## src/rtl/muldiv_pkg.sv

```systemverilog
// Shared types and constants for the iterative multiply/divide unit.
package muldiv_pkg;

  typedef enum logic [1:0] {
    ST_IDLE = 2'd0,
    ST_RUN  = 2'd1,
    ST_FIX  = 2'd2
  } state_t;

  localparam logic        OP_MUL     = 1'b0;
  localparam logic        OP_DIV     = 1'b1;
  localparam int          ITERATIONS = 32;
  localparam logic [31:0] DIV0_QUOT  = 32'hFFFFFFFF;

endpackage

```

## src/rtl/muldiv_addsub.sv

```systemverilog
// Combinational add/subtract shared by the Booth and non-restoring steps.
// Zero latency; no flow control.
module muldiv_addsub #(
  parameter int W = 33
) (
  input  logic [W-1:0] i_a,
  input  logic [W-1:0] i_b,
  input  logic         i_sub,
  output logic [W-1:0] o_sum
);

  assign o_sum = i_sub ? (i_a - i_b) : (i_a + i_b);

endmodule

```

## src/rtl/z_muldiv_unit.sv

```systemverilog
// Iterative signed MUL (Booth radix-2) / DIV (non-restoring) producing the Z pair; 33 cycles, or 1 for trivial DIV.
// Start is ignored while busy; divider compiled only with ZMULDIV_DIV_EN.
module z_muldiv_unit
  import muldiv_pkg::*;
#(
  parameter int WIDTH = 32
) (
  input  logic             clock,
  input  logic             clear,
  input  logic             start,
  input  logic             op,
  input  logic [WIDTH-1:0] op_a,
  input  logic [WIDTH-1:0] op_b,
  output logic             busy,
  output logic             done,
  output logic             div_by_zero,
  output logic [WIDTH-1:0] z_hi,
  output logic [WIDTH-1:0] z_lo
);

  state_t           r_state;
  logic [5:0]       r_cnt;
  logic             r_op;
  logic [WIDTH:0]   r_a;
  logic [WIDTH-1:0] r_q;
  logic             r_qm1;
  logic [WIDTH:0]   r_m;
  logic             r_busy;
  logic             r_done;
  logic [WIDTH-1:0] r_zhi;
  logic [WIDTH-1:0] r_zlo;

  logic [WIDTH:0]   w_add_a;
  logic [WIDTH:0]   w_add_b;
  logic             w_sub;
  logic [WIDTH:0]   w_sum;

`ifdef ZMULDIV_DIV_EN
  logic             r_neg_q;
  logic             r_neg_r;
  logic             r_dz;
  logic             r_dbz;
  logic [WIDTH-1:0] w_abs_a;
  logic [WIDTH-1:0] w_abs_b;

  // Magnitudes are unsigned, so |-2^31| = 2^31 still fits.
  assign w_abs_a = op_a[WIDTH-1] ? -op_a : op_a;
  assign w_abs_b = op_b[WIDTH-1] ? -op_b : op_b;
  assign div_by_zero = r_dbz;
`else
  assign div_by_zero = 1'b0;
`endif

  always_comb begin
    w_add_a = r_a;
    w_add_b = '0;
    w_sub   = 1'b0;
    if (r_op == OP_MUL) begin
      case ({r_q[0], r_qm1})
        2'b01:   w_add_b = r_m;
        2'b10: begin
          w_add_b = r_m;
          w_sub   = 1'b1;
        end
        default: w_add_b = '0;
      endcase
    end
`ifdef ZMULDIV_DIV_EN
    else if (r_state == ST_RUN) begin
      w_add_a = {r_a[WIDTH-1:0], r_q[WIDTH-1]};
      w_add_b = r_m;
      w_sub   = ~r_a[WIDTH];
    end else if (r_a[WIDTH]) begin
      w_add_b = r_m;  // final remainder restore in FIX
    end
`endif
  end

  muldiv_addsub #(.W(WIDTH + 1)) u_addsub (
    .i_a   (w_add_a),
    .i_b   (w_add_b),
    .i_sub (w_sub),
    .o_sum (w_sum)
  );

  always_ff @(posedge clock) begin
    if (clear) begin
      r_state <= ST_IDLE;
      r_cnt   <= '0;
      r_op    <= OP_MUL;
      r_a     <= '0;
      r_q     <= '0;
      r_qm1   <= 1'b0;
      r_m     <= '0;
      r_busy  <= 1'b0;
      r_done  <= 1'b0;
      r_zhi   <= '0;
      r_zlo   <= '0;
`ifdef ZMULDIV_DIV_EN
      r_neg_q <= 1'b0;
      r_neg_r <= 1'b0;
      r_dz    <= 1'b0;
      r_dbz   <= 1'b0;
`endif
    end else begin
      r_done <= 1'b0;
      case (r_state)
        ST_IDLE: begin
          if (start) begin
            r_busy <= 1'b1;
            r_cnt  <= '0;
            r_op   <= op;
            r_a    <= '0;
            r_qm1  <= 1'b0;
`ifdef ZMULDIV_DIV_EN
            r_dbz  <= 1'b0;
`endif
            if (op == OP_MUL) begin
              r_q     <= op_b;
              r_m     <= {op_a[WIDTH-1], op_a};
              r_state <= ST_RUN;
            end else begin
`ifdef ZMULDIV_DIV_EN
              r_neg_q <= op_a[WIDTH-1] ^ op_b[WIDTH-1];
              r_neg_r <= op_a[WIDTH-1];
              r_m     <= {1'b0, w_abs_b};
              r_dz    <= (op_b == '0);
              // Raw dividend is kept for the divide-by-zero remainder.
              r_q     <= (op_b == '0) ? op_a : w_abs_a;
              r_state <= (op_b == '0) ? ST_FIX : ST_RUN;
`else
              r_state <= ST_FIX;
`endif
            end
          end
        end

        ST_RUN: begin
          r_cnt <= r_cnt + 6'd1;
`ifdef ZMULDIV_DIV_EN
          if (r_op == OP_DIV) begin
            r_a <= w_sum;
            r_q <= {r_q[WIDTH-2:0], ~w_sum[WIDTH]};
          end else
`endif
          begin
            r_a   <= {w_sum[WIDTH], w_sum[WIDTH:1]};
            r_q   <= {w_sum[0], r_q[WIDTH-1:1]};
            r_qm1 <= r_q[0];
          end
          if (r_cnt == 6'(ITERATIONS - 1)) r_state <= ST_FIX;
        end

        ST_FIX: begin
          r_done  <= 1'b1;
          r_busy  <= 1'b0;
          r_state <= ST_IDLE;
          if (r_op == OP_MUL) begin
            r_zhi <= r_a[WIDTH-1:0];
            r_zlo <= r_q;
          end else begin
`ifdef ZMULDIV_DIV_EN
            if (r_dz) begin
              r_zhi <= r_q;
              r_zlo <= DIV0_QUOT;
              r_dbz <= 1'b1;
            end else begin
              r_zhi <= r_neg_r ? -w_sum[WIDTH-1:0] : w_sum[WIDTH-1:0];
              r_zlo <= r_neg_q ? -r_q : r_q;
            end
`else
            r_zhi <= '0;
            r_zlo <= '0;
`endif
          end
        end

        default: r_state <= ST_IDLE;
      endcase
    end
  end

  assign busy = r_busy;
  assign done = r_done;
  assign z_hi = r_zhi;
  assign z_lo = r_zlo;

endmodule

```

## config.mk

```make
export PLATFORM = sky130hd
export DESIGN_NAME = z_muldiv_unit
export DESIGN_NICKNAME = d
export VERILOG_FILES = /design/src/rtl/muldiv_pkg.sv /design/src/rtl/muldiv_addsub.sv /design/src/rtl/z_muldiv_unit.sv
export SDC_FILE = /design/constraint.sdc
export NUM_CORES = 1
export LEC_CHECK = 0
export CORE_ASPECT_RATIO = 0.6
export CORE_UTILIZATION = 51
export DETAILED_ROUTE_END_ITERATION = 10
export DONT_BUFFER_PORTS = 1
export GPL_ROUTABILITY_DRIVEN = 1
export GPL_TIMING_DRIVEN = 1
export MAX_ROUTING_LAYER = met4
export PLACE_DENSITY = 0.69
export SLEW_MARGIN = 20
export SYNTH_ARGS = -nofsm -noshare
export SYNTH_HDL_FRONTEND = slang
export SYNTH_SLANG_ARGS = --single-unit
```

## constraint.sdc

```tcl
create_clock -name clock -period 4.2 [get_ports clock]
set_input_delay 0.63 -clock clock [delete_from_list [all_inputs] [get_ports clock]]
set_output_delay 0.63 -clock clock [all_outputs]
set_load 0.005 [all_outputs]
```

==> results of run 1 <==
metrics by stage:
| stage | utilization | std cells | hold WS [ns] | total power, mW |
|---|---|---|---|---|
| after global placement | 0.547 | 1199 | 0.460 | 3.68 |
| after floorplan | - | 1008 | 0.449 | 3.18 |
| after detailed placement | 0.547 | 1199 | 0.469 | 3.66 |
| final | 0.590 | 1236 | 0.281 | 5.29 |
| after global routing | 0.590 | 1236 | 0.253 | 5.61 |
| after CTS | 0.584 | 1231 | 0.247 | 5.25 |
layer usage:
| metal | vias to the layer above | share of wire | track usage |
|---|---|---|---|
| met1 | 3455 | 0.52 | 0.374 |
| met4 | 0 | 0.013 | 0.0853 |
| met2 | 213 | 0.41 | 0.353 |
| met5 | - | 0 | - |
| li1 | 3647 | - | - |
| met3 | 26 | 0.063 | 0.0554 |
repair_timing:
item | CTS | global route
buffers inserted | 1 | 4
cloned | 0 | 0
resized for setup | 1 | 17
endpoints found under the setup margin | 2 | 11
pin swaps | 0 | 6
layout by cell type, fill, tap and decap left out, drive strengths merged, types with 9 or more instances in the layout:
cell | synthesis | routed
a22o | 78 | 78
nor3 | 10 | 10
xor2 | 18 | 18
inv | 18 | 25
a311oi | 32 | 32
a22oi | 15 | 15
nor2b | 9 | 9
nand3 | 19 | 19
nand2 | 182 | 182
dfxtp | 172 | 172
a31oi | 9 | 9
nand2b | 10 | 10
o21ai | 38 | 38
a21oi | 82 | 82
clkbuf | 53 | 17
xnor2 | 28 | 28
a21o | 9 | 9
nor2 | 96 | 96
buf | 13 | 54
ha | 35 | 35
registers in the layout, indices dropped and copies added, names as in the netlist:
signal and count:
busy 1, done 1, r_a 32, r_cnt 6, r_m 32, r_op 1
r_q 32, r_qm1 1, r_state 2, z_hi 32, z_lo 32
report_power, final:
group | switching [mW] | internal (mW)
sequential | 0.104 | 1.73
combinational | 1.02 | 0.879
clock | 0.767 | 0.792
final cells by class:
cell class,count,area [um2],share of cell area
clock inverter,14,149,0.0156
multi-input combinational,752,4790,0.500
clock buffer,17,425,0.0445
timing repair buffer,54,430,0.0450
tap,209,262,0.0273
sequential,172,3450,0.360
inverter,18,67.6,0.00706
cell families after synthesis:
group	Yosys count	synth area share
AOI/OAI and AO/OA	314	0.267
xor gates and xnor gates	46	0.0475
adders and majority gates	36	0.0540
buffers and inverters	84	0.0413
DFF	172	0.406
muxes	2	0.00251
other	1	0.000443
and+or+nand+nor	353	0.181
worst min-delay path by stage:
stage,cells past startpoint,end,slack [ns]
2_1_floorplan,2,r_a[2]$_SDFFE_PP0P_,0.45
3_3_place_gp,2,r_m[5]$_SDFFE_PP0P_,0.46
3_5_place_dp,2,r_m[5]$_SDFFE_PP0P_,0.47
4_1_cts,1,r_cnt[4]$_SDFFE_PP0P_,0.25
5_1_grt,1,r_q[9]$_SDFFE_PP0P_,0.25
6_report,1,r_q[17]$_SDFFE_PP0P_,0.28
worst max-delay path, cell delays in order (launching register included):
cell      delay, ns
dfxtp_1        0.34
inv_1          0.05
ha_1           0.33
nor2_4         0.14
nand2_1        0.09
ha_2           0.22
nor2_1         0.18
xor2_1         0.23
ha_1           0.30
o21a_1         0.20
o31a_1         0.13
o41ai_2        0.36
o21ai_1        0.15
nand2_2        0.14
o21bai_2       0.11
a2111o_1       0.42
a31oi_1        0.21
xnor2_1        0.09
a22o_1         0.17
==> qor.yml, run 1 <==
floorplan:
  start_util: 0.523
  dieWidth_um: 168
  row_count: 36
  core-area_mm2: 0.0162
  die_area_mm2: 0.0172
  io-pin-count: 135
  die_h_um: 102
logic_synthesis:
  yosys_most_used_dff: "dfxtp_1"
  synth.net_count: 1112
  yosysMostFrequentCell: "nand2_1"
  synth_top_area_share: 0.406
  synthArstFlopShare: 0
  ys_types: 72
  yosysWarnings: 0
  synthTopCellsByCount: "181 x nand2_1, 172 x dfxtp_1, 96 x nor2_1"
  synth_edf_count: 0
  ys_seq_elements: 172
  syn_avg_cell_area_um2: 8.41
  yosysSeqAreaShare: 0.406
  yosysTopAreaCell: "dfxtp_1"
  synth_area_leaders: "dfxtp_1 41%, a22o_1 8.1%, nand2_1 8.0%"
  syn_area_mm2: 0.00847
  syn_inst: 1008
worst_setup_path:
  arrival_ns: 4.28
  r2r_slack_ns: 0.25
  crit_path_end: "r_a[24]$_SDFFE_PP0P_"
  cp-start-kind: "register"
  critical_path.max_fanout: 6
  r2r-end: "r_a[24]$_SDFFE_PP0P_"
  worstSetupPathType: "register to register"
  required_ns: 4.53
  startpoint: "r_qm1$_SDFFE_PP0P_"
  end_kind: "register"
  worstReg2RegStart: "r_qm1$_SDFFE_PP0P_"
  rr_worst_depth: 18
placement:
  dp_hpwl_mm: 14.8
  place_congestion: 0.918
  port_buffers: 0
  pre_cts_ws_ns: -0.0742
  place_area_mm2: 0.00888
timing:
  tightest_slew_ns: 0.946
  fmax_mhz: 253
  period_minus_slack_ns: 3.95
  fin_crit_sh: 0.940
  drv_slew: 0
  finalSetupViolCount: 0
  timing.final.ws_setup_ns: 0.251
  setup_tns_ns: 0
  slew_headroom: 0.369
  skew_ns: 0.0118
  hold_viol: 0
power_and_ir_drop:
  ir_drop_v: 0.000280
  power_density_mw_per_mm2: 553
  leakagePower_nw: 3.75
finish:
  antenna_cells: 0
  fin_area_mm2: 0.00957
  final_nets: 1119
  n_fill_cell: 1476
  drive_gt1_frac: 0.128
  area_growth_pct: 12.9
clock_network:
  clk_path_buf_depth: 2
  clk_pin_slew_worst_paths_ns: 0.08
  clk_latency_ns: 0.43
  ctsHoldBuffers: 0
  root_buffer: "clkbuf_16"
  h-tree-depth: 4
  cts_tree: "built"
  cts.sinks: 172
  cts_inserted_buffers: 17
global_route:
  overflow: 0
  antenna_found_initial: 0
  grt_pass1_wl_mm: 34.4
  track_usage: 0.259
  grt_pass1_vias: 6748
  grt_max_degree: 92
detailed_routing:
  final_antenna_net_count: 0
  wl_mm: 21.3
  drt_pre_antenna_iters: 5
  via_per_inst: 5.94
  drc: 0
  routedWlPerCell_um: 17.3
  drtIter0Drc: 605
  vias: 7341
min_path:
  hold_path.class: "primary input to register"
  worstHoldStart: "clear"
job:
  maxCapViolations: 0
outcome:
  outcome: "finished clean"
Power figures use the tool's default switching activity.
==> run 2: changes to the inputs <==
SYNTH_HIERARCHICAL = 1   (was unset)
==> run 2 against run 1 <==
The run now ends with setup timing left; worst setup slack worse by 0.57 ns; critical endpoint is now r_a[30]$_SDFFE_PP0P_; clock power is 4% higher; sequential power is essentially flat; combinational power up 53%; global-route usage up 2.3 points; sequential share of layout area down 4.8 points; utilization rose by 5.1 points; routed wire length grew 20%; sequential cell count did not move; largest cell class unchanged.
==> qor.yml, run 2 <==
min_path:
  hold_path.class: "primary input to register"
timing:
  drv_slew: 0  # unchanged
  fmax_mhz: 221  # -13%
  setup_tns_ns: -2.95  # -2.95 ns
  tightest_slew_ns: 1.01  # +0.0606 ns
  timing.final.ws_setup_ns: -0.321  # -0.572 ns
  fin_crit_sh: 1.08  # +0.136
  finalSetupViolCount: 17  # +17
  period_minus_slack_ns: 4.52  # +0.572 ns
  skew_ns: 0.0131  # +0.00124 ns
  slew_headroom: 0.329  # -0.0397
  hold_viol: 0  # unchanged
  rsz0062_at_grt: "true"
clock_network:
  clk_latency_ns: 0.44  # about the same
  cts.sinks: 172  # unchanged
  cts_tree: "built"
  root_buffer: "clkbuf_16"
  h-tree-depth: 4  # unchanged
  cts_inserted_buffers: 17  # unchanged
  clk_pin_slew_worst_paths_ns: 0.07  # about the same
  clk_path_buf_depth: 2  # unchanged
global_route:
  antenna_found_initial: 0  # unchanged
  track_usage: 0.282  # +0.0234
  grt_max_degree: 109  # +18%
  grt_pass1_wl_mm: 40.1  # +16%
  overflow: 0  # unchanged
  grt_pass1_vias: 7440  # +10%
worst_setup_path:
  arrival_ns: 4.89  # +0.61 ns
  critical_path.max_fanout: 6  # unchanged
  worstSetupPathType: "register to register"
  cp_slowest_stage_delay_ns: 0.53  # +0.11 ns
  worstPathCellList: "inv_2 > ha_4 > nor2_4 > and2_4 > or4_4 > or3_4 > nor3b_2 > a21oi_1 > xnor2_1 > ha_1 > nand2_1 > nor2_1 > a221o_1 > a221o_1 > a211o_1 > a31o_1 > a31oi_1 > nand2_1 > a21oi_2"
  end_kind: "register"
  required_ns: 4.57  # +0.04 ns
  slowest_stage: "or4_4"
  cp-start-kind: "register"
placement:
  place_congestion: 0.958  # +4.4%
  place_area_mm2: 0.00995  # +12%
  port_buffers: 0  # unchanged
  place_inst: 1368  # +14%
  dp_hpwl_mm: 17.3  # +17%
detailed_routing:
  wl_met1_mm: 13.0  # +17%
  drc: 0  # unchanged
  drt_pre_antenna_iters: 5  # unchanged
  top_layer: "met4"
  routedWlPerCell_um: 18.0  # +4.4%
  wl_met3_mm: 2.26  # +68%
  final_antenna_net_count: 0  # unchanged
  route.met2.wl_mm: 10.1  # +17%
  via_per_inst: 5.85  # -1.4%
  wl_mm: 25.6  # +20%
  vias: 8324  # +13%
  drtIter0Drc: 733  # +21%
logic_synthesis:
  yosysWarnings: 6  # +6
  syn_area_mm2: 0.00903  # +6.5%
  synthTopCellsByCount: "182 x nand2_1, 172 x dfxtp_1, 122 x a21oi_1"
  synth_edf_count: 0  # unchanged
  yosysMostFrequentCell: "nand2_1"
  synth.net_count: 1185  # +6.6%
  yosysTopAreaCell: "dfxtp_1"
  yosysSeqAreaShare: 0.381  # -0.0248
  synthArstFlopShare: 0  # unchanged
  ys_types: 71  # -1.4%
  synth_top_area_share: 0.381  # -0.0248
  synth_area_leaders: "dfxtp_1 38%, nand2_1 7.6%, a21oi_1 6.8%"
  yosys_most_used_dff: "dfxtp_1"
  syn_avg_cell_area_um2: 8.35  # -0.68%
  ys_seq_elements: 172  # unchanged
  syn_inst: 1081  # +7.2%
job:
  maxCapViolations: 0  # unchanged
finish:
  layout_commonest_cell: "nand2_1"
  antenna_cells: 0  # unchanged
  final_nets: 1279  # +14%
  area_growth_pct: 22.4
  fin_area_mm2: 0.0110  # +15%
  drive_gt1_frac: 0.234  # +0.106
  final_cells: 1422  # +15%
  final_cell_mix: "177 x nand2_1, 171 x dfxtp_1, 148 x buf_4"
  post-route-util: 0.641  # +0.0513
outcome:
  violations: "setup timing"
  outcome: "complete, but fails checks"
floorplan:
  die_area_mm2: 0.0183  # +6.4%
  die_h_um: 105  # +3.1%
  io-pin-count: 135  # unchanged
  core-area_mm2: 0.0172  # +6.2%
  dieWidth_um: 174  # +3.2%
  row_count: 37  # +2.8%
  start_util: 0.524  # +0.00151
power_and_ir_drop:
  power_density_mw_per_mm2: 575  # +3.9%
  leakagePower_nw: 4.38  # +17%
  ir_drop_v: 0.000393  # +41%
==> run 2: changes by cell type after synthesis, moves of 11 or more <==
cell,previous run,this run
a22o_1,78,64
nor3_1,8,47
o21ai_0,31,16
xnor2_1,28,52
and2_1,3,37
buf_1,11,0
clkbuf_1,50,23
buf_2,1,33
nor2_1,96,39
a21oi_1,80,122
buf_4,1,14
xor2_1,18,5
nand3_1,19,53
a22oi_1,15,0
==> run 2: where the power goes <==
part | switching (mW) | internal (mW)
logic | 1.46 | 1.45
clock network | 0.800 | 0.815
registers | 0.0983 | 1.73
total | 2.35 | 3.99
==> run 2: final cells by class <==
| class | instances | area (um2) |
|---|---|---|
| Sequential cell | 172 | 3440 |
| Tap cell | 234 | 293 |
| Clock inverter | 15 | 191 |
| Fill cell | 1485 | 6180 |
| Timing Repair Buffer | 153 | 1170 |
| Clock buffer | 17 | 425 |
| Multi-Input combinational cell | 809 | 5440 |
| Inverter | 22 | 82.6 |
==> run 2: critical path: cells and delay by family (launching register included) <==
kind,cells,cell delay (ns)
adder cells (fa/ha/maj),2,0.59
XOR/XNOR,1,0.23
buffers and inverters,1,0.04
AO/OA/AOI/OAI,7,1.65
AND/OR/NAND/NOR,8,1.63
flip-flops,1,0.33
==> run 2: worst paths after layout <==
kind                            slack (ns)  cells after the start                 from              endpoint
worst max-delay path                 -0.32                     19   r_qm1$_SDFFE_PP0P_  r_a[30]$_SDFFE_PP0P_
worst min-delay path                  0.27                      1                clear   r_q[2]$_SDFFE_PP0P_
worst max register to register       -0.32                     19   r_qm1$_SDFFE_PP0P_  r_a[30]$_SDFFE_PP0P_
worst min register to register        0.45                      2  r_m[2]$_SDFFE_PP0P_   r_m[2]$_SDFFE_PP0P_
==> run 2: cells by family (layout without fill, tap and decap cells) <==
kind of cell | Yosys count | after routing | share of synthesized area
fa+ha+maj | 36 | 36 | 0.0507
mux | 1 | 1 | 0.00111
flops | 172 | 172 | 0.381
xor+xnor | 57 | 57 | 0.0553
simple gates | 414 | 414 | 0.223
other cells | 1 | 1 | 0.000415
buf+inv | 100 | 207 | 0.0586
compound gates | 300 | 300 | 0.229
==> run 2: what timing repair did <==
action	4_1_cts	5_1_grt
pin swaps	33	13
gates resized for setup	27	40
setup endpoints to repair	15	18
endpoints found under the hold margin	0	0
hold buffers	0	0
buffers inserted	14	10
==> run 2: per-stage QoR <==
step	worst slack (ns)	hold slack [ns]	total power, mW
2_1_floorplan	-0.220	0.432	3.42
3_3_place_gp	-0.276	0.435	4.27
3_5_place_dp	-0.302	0.438	4.29
4_1_cts	-0.247	0.251	6.09
5_1_grt	-0.484	0.237	6.67
6_report	-0.321	0.268	6.35
==> run 2: layer usage <==
| metal | global-route usage | up-vias |
|---|---|---|
| met5 | - | - |
| met4 | 0.0664 | 0 |
| met3 | 0.0542 | 21 |
| met2 | 0.359 | 307 |
| met1 | 0.442 | 3939 |
| li1 | - | 4057 |
==> run 3: changes to the inputs <==
CORE_MARGIN = 2   (was unset)
==> run 3 against run 2 <==
The flow still finishes with violations (setup timing); combinational power up 10%; routed wire length up 4.2%; non-clock buffer count up 29; clock skew down 0.0014 ns; final area up 4.3%; global-route usage down 0.45 points; clock-buffer cell count unchanged; largest power group unchanged.
==> qor.yml, run 3 (same netlist as run 2, synthesis figures left out) <==
clock_network:
  root_buffer: "clkbuf_16"
  clk_path_buf_depth: 2  # unchanged
  cts_inserted_buffers: 17  # unchanged
  cts_tree: "built"
  clk_pin_slew_worst_paths_ns: 0.07  # about the same
  h-tree-depth: 4  # unchanged
  cts.sinks: 172  # unchanged
  ctsHoldBuffers: 0  # unchanged
  clk_latency_ns: 0.44  # about the same
timing:
  hold_viol: 0  # unchanged
  fmax_mhz: 219  # -0.86%
  skew_ns: 0.0117  # -0.00142 ns
  tightest_slew_ns: 1.06  # +0.0559 ns
  hold_slack_ns: 0.261  # -0.00707 ns
  slew_headroom: 0.292  # -0.0373
  drv_slew: 0  # unchanged
  rsz0062_at_grt: "true"
  period_minus_slack_ns: 4.56  # +0.0393 ns
  setup_tns_ns: -3.45  # -0.493 ns
  timing.final.ws_setup_ns: -0.360  # -0.0393 ns
  fin_crit_sh: 1.09  # +0.00937
  finalSetupViolCount: 17  # unchanged
worst_setup_path:
  slowest_stage: "or4_4"
  worstSetupPathType: "register to register"
  required_ns: 4.56  # about the same
  cp_slowest_stage_delay_ns: 0.53  # about the same
  r2r_slack_ns: -0.36  # -0.04 ns
  critical_path.max_fanout: 6  # unchanged
  arrival_ns: 4.92  # +0.03 ns
  end_kind: "register"
  worstPathCellList: "inv_2 > ha_4 > nor2_4 > and2_4 > or4_4 > or3_4 > nor3b_4 > buf_4 > nand2_4 > nor2_4 > buf_4 > buf_4 > a21oi_1 > xnor2_1 > ha_1 > a21o_1 > a21o_1 > a21oi_1 > a31oi_1 > a31o_1 > a31oi_1 > nand2_1 > a21oi_1"
  cp-start-kind: "register"
  critical_path.top_delay_family: "simple AND/OR/NAND/NOR gates"
  path_buf_inv: 4  # +3
detailed_routing:
  drc: 0  # unchanged
  drt_pre_antenna_iters: 5  # unchanged
  wl_mm: 26.7  # +4.2%
  final_antenna_net_count: 0  # unchanged
  vias: 8596  # +3.3%
  drtIter0Drc: 730  # -0.41%
  routedWlPerCell_um: 18.4  # +2.1%
  via_per_inst: 5.92  # +1.2%
finish:
  antenna_cells: 0  # unchanged
  final_nets: 1308  # +2.3%
  post-route-util: 0.669  # +0.0275
  drive_gt1_frac: 0.270  # +0.0363
  final_cells: 1451  # +2.0%
  area_growth_pct: 27.6
  n_fill_cell: 1370  # -7.7%
  layout_commonest_cell: "nand2_1"
  final_cell_mix: "177 x nand2_1, 172 x buf_4, 171 x dfxtp_1"
placement:
  dp_hpwl_mm: 17.8  # +2.6%
  place_inst: 1388  # +1.5%
  place_congestion: 0.986  # +2.9%
  port_buffers: 0  # unchanged
  pre_cts_ws_ns: -0.351  # -0.0498 ns
job:
  maxCapViolations: 0  # unchanged
global_route:
  grt_max_degree: 109  # unchanged
  antenna_found_initial: 0  # unchanged
  met1_usage: 0.440  # -0.00168
  grt_pass1_vias: 7365  # -1.0%
  busiest_layer: "met1"
  track_usage: 0.278  # -0.00448
  use_met3: 0.0589  # +0.00464
  met2_usage: 0.353  # -0.00621
  overflow: 0  # unchanged
  grt_pass1_wl_mm: 40.4  # +0.69%
floorplan:
  io-pin-count: 135  # unchanged
  die_area_mm2: 0.0188  # +3.1%
  core-area_mm2: 0.0172  # unchanged
  dieWidth_um: 176  # +1.2%
  die_h_um: 107  # +1.9%
  row_count: 37  # unchanged
  start_util: 0.524  # unchanged
min_path:
  hold_path.class: "primary input to register"
power_and_ir_drop:
  ir_drop_v: 0.000363  # -7.8%
  power_density_mw_per_mm2: 579  # +0.81%
  leakagePower_nw: 4.60  # +4.8%
outcome:
  violations: "setup timing"
  outcome: "complete, but fails checks"
run 3: changes by cell type in the layout (fill, tap and decap cells not counted), sizes merged:
cell      before  now
buf          153  182
bufinv         0    1
clkinv         7    4
clkinvlp       0    1
inv           30   31
run 3: what timing repair did:
action / in CTS / in global routing
hold endpoints to repair: 0 / 0
buffers inserted: 15 / 17
pin swaps: 24 / 59
resized for setup: 36 / 70
setup endpoints to repair: 17 / 20
run 3: layer usage:
metal,routed length [um],up-vias
met5,0,-
met4,238,0
met3,2200,25
met2,10600,313
met1,13600,4135
li1,-,4123
run 3: worst paths after layout:
check / from / end / depth (start not counted)
setup / recovery: r_qm1$_SDFFE_PP0P_ / r_a[30]$_SDFFE_PP0P_ / 23
hold / removal: clear / r_q[1]$_SDFFE_PP0P_ / 1
setup reg to reg: r_qm1$_SDFFE_PP0P_ / r_a[30]$_SDFFE_PP0P_ / 23
hold reg to reg: r_m[30]$_SDFFE_PP0P_ / r_m[30]$_SDFFE_PP0P_ / 2
run 3: power by group:
group          total [mW]  internal, mW  switching [mW]
clock                1.64         0.863           0.777
combinational        3.20          1.61            1.59
sequential           1.83          1.73           0.102
total                6.67          4.21            2.47
run 3: through the flow:
step | instance area (um2) | total power [mW]
6_report | 11500 | 6.67
3_3_place_gp | 10100 | 4.33
3_5_place_dp | 10100 | 4.34
2_1_floorplan | 9100 | 3.42
4_1_cts | 11000 | 6.23
5_1_grt | 11500 | 6.98
run 3: cell type report:
cell class                      instances  area (um2)  area share
Tap cell                              234         293      0.0254
Multi-Input combinational cell        809        5650       0.491
Clock inverter                         15         191      0.0166
Timing Repair Buffer                  182        1430       0.124
Clock buffer                           17         425      0.0369
Inverter                               22        82.6     0.00717
Sequential cell                       172        3440       0.299
run 3: worst register-to-register path, delay by kind of cell, from the launching register on:
kind	cells	cell delay (ns)
buffers and inverters	4	0.42
xor gates and xnor gates	1	0.19
AOI/OAI and AO/OA	8	1.42
adders and majority gates	2	0.49
and+or+nand+nor	8	1.62
DFF	1	0.33
